## src/rtl/sm3_cmprss_ceil.sv

```systemverilog
// sm3_cmprss_ceil -- one SM3 compression round.
//   Takes word registers A..H with Wj, Wj' and the pre-rotated constant Tj,
//   and produces the next-round A..H. Two instances chained give 2 rounds/clock.
//
// Build option:
//   SM3_CEIL_OTPT_REG_EN defined   : outputs registered, latency 1, sync reset.
//   SM3_CEIL_OTPT_REG_EN undefined : purely combinational, vld_o = vld_i,
//                                    clk/rst unused (kept for uniform hookup).
//
// Ports:
//   clk, rst                  clock (rising edge), synchronous active-high reset
//   vld_i                     round inputs valid
//   cmprss_round_sm_16_i      1: round j<16 (XOR FF/GG), 0: majority/choose
//   tj_i                      Tj <<< (j mod 32), supplied by caller
//   reg_a_i .. reg_h_i        current A..H
//   wj_i, wjj_i               Wj and Wj' = Wj ^ Wj+4
//   reg_a_o .. reg_h_o        next-round A..H
//   vld_o                     reg_*_o valid
module sm3_cmprss_ceil (
  input  logic        clk,
  input  logic        rst,
  input  logic        vld_i,
  input  logic        cmprss_round_sm_16_i,
  input  logic [31:0] tj_i,
  input  logic [31:0] reg_a_i,
  input  logic [31:0] reg_b_i,
  input  logic [31:0] reg_c_i,
  input  logic [31:0] reg_d_i,
  input  logic [31:0] reg_e_i,
  input  logic [31:0] reg_f_i,
  input  logic [31:0] reg_g_i,
  input  logic [31:0] reg_h_i,
  input  logic [31:0] wj_i,
  input  logic [31:0] wjj_i,
  output logic [31:0] reg_a_o,
  output logic [31:0] reg_b_o,
  output logic [31:0] reg_c_o,
  output logic [31:0] reg_d_o,
  output logic [31:0] reg_e_o,
  output logic [31:0] reg_f_o,
  output logic [31:0] reg_g_o,
  output logic [31:0] reg_h_o,
  output logic        vld_o
);

  typedef struct packed {
    logic [31:0] a, b, c, d, e, f, g, h;
  } sm3_words_t;

  function automatic logic [31:0] rol(input logic [31:0] x, input int unsigned n);
    return (x << n) | (x >> (32 - n));
  endfunction

  sm3_words_t  nxt;
  logic [31:0] a12, ss1, ss2, ff, gg, tt1, tt2;

  always_comb begin
    a12 = rol(reg_a_i, 12);
    ss1 = rol(a12 + reg_e_i + tj_i, 7);
    ss2 = ss1 ^ a12;
    ff  = cmprss_round_sm_16_i ? (reg_a_i ^ reg_b_i ^ reg_c_i)
                               : ((reg_a_i & reg_b_i) | (reg_a_i & reg_c_i) | (reg_b_i & reg_c_i));
    gg  = cmprss_round_sm_16_i ? (reg_e_i ^ reg_f_i ^ reg_g_i)
                               : ((reg_e_i & reg_f_i) | (~reg_e_i & reg_g_i));
    tt1 = ff + reg_d_i + ss2 + wjj_i;
    tt2 = gg + reg_h_i + ss1 + wj_i;
    nxt.a = tt1;
    nxt.b = reg_a_i;
    nxt.c = rol(reg_b_i, 9);
    nxt.d = reg_c_i;
    nxt.e = tt2 ^ rol(tt2, 9) ^ rol(tt2, 17);  // P0
    nxt.f = reg_e_i;
    nxt.g = rol(reg_f_i, 19);
    nxt.h = reg_g_i;
  end

  sm3_words_t q;

`ifdef SM3_CEIL_OTPT_REG_EN
  // Words load only on vld_i so junk on idle inputs never reaches the outputs.
  always_ff @(posedge clk) begin
    if (rst) begin
      q     <= '0;
      vld_o <= 1'b0;
    end else begin
      vld_o <= vld_i;
      if (vld_i) q <= nxt;
    end
  end
`else
  logic unused_clk_rst;
  assign unused_clk_rst = clk ^ rst;
  assign q     = nxt;
  assign vld_o = vld_i;
`endif

  assign reg_a_o = q.a;
  assign reg_b_o = q.b;
  assign reg_c_o = q.c;
  assign reg_d_o = q.d;
  assign reg_e_o = q.e;
  assign reg_f_o = q.f;
  assign reg_g_o = q.g;
  assign reg_h_o = q.h;

endmodule

```

## config.mk

```make
export PLATFORM = sky130hd
export DESIGN_NAME = sm3_cmprss_ceil
export DESIGN_NICKNAME = d
export VERILOG_FILES = /design/src/rtl/sm3_cmprss_ceil.sv
export SDC_FILE = /design/constraint.sdc
export NUM_CORES = 1
export LEC_CHECK = 0
export CAP_MARGIN = 20
export CORE_AREA = 2 2 236 238
export DETAILED_ROUTE_END_ITERATION = 6
export DIE_AREA = 0 0 238 240
export GPL_ROUTABILITY_DRIVEN = 1
export PLACE_DENSITY = 0.5
export SLEW_MARGIN = 20
export SYNTH_ARGS = -nofsm -noshare
export SYNTH_HDL_FRONTEND = slang
export SYNTH_SLANG_ARGS = --single-unit
```

## constraint.sdc

```tcl
create_clock -name vclk -period 22.1
set_input_delay 4.42 -clock vclk [all_inputs]
set_output_delay 4.42 -clock vclk [all_outputs]
set_load 0.01 [all_outputs]
```

==> out/qor.csv <==
stage,metric,value,unit
grt,grt_max_degree,46,
cells_and_area,num-fill-cells,5705,
route,num_vias,12140,
route,wl_per_cell,22.59,um
sta,slew_viol_final,0,
critical_path,critPathMaxFanout,7,
sta,setup_tns,0,ns
sta,fmax,56.45,MHz
grt,antenna_found_initial,8,
critical_path,path_class,in2out,
floorplanning,die_h,240,um
sta,setup_viol,0,
grt,grt_use_met1,25.25,%
logic_synthesis,synth_top_area_share,28.54,%
cells_and_area,multi_input_area,10700,sq um
logic_synthesis,syn-instance-count,1547,
sta,worst_hold_slack,8.840,ns
sta,tightestPinTransition,0.9240,ns
sta,hold_viol_final,0,
cells_and_area,seq_cells,0,
floorplanning,io_pins,613,
sta,rsz0062_at_grt,no,
run,cap_violations,0,
critical_path,cp-start-kind,input port,
grt,grt_pass1_wl,83840,um
route,avgViaCountPerCell,4.581,
logic_synthesis,syn_avg_cell_area,8.524,sq um
floorplanning,start_util,24.12,%
cells_and_area,num-nets-final,2581,
sta,fin_crit,17.71,ns
route,drtPass1Iterations,7,
sta,fin_crit_sh,80.16,%
logic_synthesis,ys_top_cells_by_count,"inv_1, buf_4, fa_1, xnor2_1, ha_1",
logic_synthesis,yosysMostFrequentCell,inv_1,
critical_path,worst_ep_arrival_time,13.29,ns
grt,grt-busiest-layer,met2,
grt,grt_usage,20.24,%
placed_design,hpwl,55500,um
min_path,hold_path_class,in2out,
clocking,holdBufCountCts,0,
critical_path,required,17.68,ns
logic_synthesis,synth_area_leader_cell,fa_1,
grt,grt_util_met2,37.60,%
clocking,cts_setup_buffers,0,
route,drt_iter0_markers,576,
logic_synthesis,syn-cell-area,13190,sq um
cells_and_area,clock_buffers,0,
placed_design,gp_congestion,0.9369,
grt,grt_pass1_vias,12400,
route,ant_nets,0,
cells_and_area,area.growth.synth_to_final,41.46,%
min_path,hp-start,vld_i,
critical_path,critPathLaunch,reg_e_i[1],
cells_and_area,stdcell_count,2650,
placed_design,placed_cells,2647,
sta,maxSlewHeadroom,37.96,%
status,outcome,"finished, final reports clean",
floorplanning,rows,86,
clocking,post_cts_resized,0,
logic_synthesis,synth_nets,2183,
critical_path,crit_path_end_kind,output port,
logic_synthesis,ys_top_cells_by_area,"fa_1, buf_4, ha_1, xnor2_1, inv_1",
logic_synthesis,yosys_warnings,0,
logic_synthesis,seq_area_frac_synth,0,%
floorplanning,fp.dieW,238,um
logic_synthesis,ys_types,77,
cells_and_area,drive_above_1_share,1.956,%
route,drt-total-wl,59870,um
grt,grt_use_met3,2.618,%
floorplanning,die-area,57120,sq um
cells_and_area,register_area,0,sq um
placed_design,io_buffers,609,
route,drc,0,
floorplanning,core-area,54660,sq um
grt,grt_overflow,0,
==> layer usage <==
layer | up-vias | part of all wire (%)
met3 | 50 | 5.7
met2 | 489 | 51
met5 | - | 0.073
met1 | 5859 | 41
li1 | 5733 | -
met4 | 8 | 1.8
==> logic make-up after synthesis <==
family                   count (synthesis)  synth area share, %
XOR/XNOR                               211                14.94
AO/OA/AOI/OAI                          305                15.31
AND/OR/NAND/NOR                        219                8.749
multiplexers                            33                2.609
adder cells (fa/ha/maj)                310                39.55
buffers and inverters                  469                18.85
==> metrics by stage <==
step | util, % | setup WS (ns) | instance area (sq um)
floorplan | - | 7.200 | 13190
global placement | 34.11 | 4.389 | 18650
detailed placement | 34.11 | 4.305 | 18650
CTS | 34.11 | 4.270 | 18650
global route | 34.12 | 3.852 | 18650
finish | 34.13 | 4.385 | 18650
==> worst max-delay path, cell delays in order <==
cell	delay [ns]
clkdlybuf4s50_1	0.74
inv_1	0.11
fa_1	0.50
inv_1	0.05
ha_1	0.22
fa_1	0.47
a21o_1	0.19
a21oi_1	0.31
o21ai_0	0.13
a21bo_2	0.25
a31oi_2	0.44
o31ai_1	0.14
a21oi_1	0.19
xor2_1	0.65
fa_1	0.54
inv_1	0.08
fa_1	0.44
ha_1	0.29
a21oi_1	0.08
o22ai_1	0.56
o22ai_2	0.26
o21bai_2	0.35
a2111oi_2	0.14
o31ai_1	0.35
a21oi_2	0.12
xor2_2	0.28
xnor3_1	0.48
clkdlybuf4s50_1	0.50
==> path summary, 6_finish.rpt <==
| check | to | slack, ns | cells past startpoint |
|---|---|---|---|
| hold / removal | vld_o | 8.84 | 0 |
| setup / recovery | reg_e_o[7] | 4.39 | 28 |
==> placed cells by master, fill, tap and decap left out, types with 9 or more instances in the layout <==
cell type	instances
xor2_1	77
nand3_1	29
o21a_1	14
nor3_1	14
fa_1	188
mux2i_1	22
a21o_1	29
maj3_1	30
nor2_1	49
clkdlybuf4s50_1	608
nand3b_1	30
mux2_2	11
xnor2_1	124
a21oi_1	84
a211oi_1	9
o211ai_1	17
o21ai_0	60
ha_1	92
inv_1	253
o21bai_1	9
nand2_1	43
a31oi_1	26
nand2b_1	11
nand4_1	12
==> area by class of cell <==
cell class	instances	area share [%]
multi-input combinational	1078	57.36
timing repair buffer	612	32.79
tap	704	4.722
inverter	253	5.091
antenna	3	0.04024
Power is not shown: default switching activity piles up to over one toggle a cycle in this logic, so the estimate is an artifact.
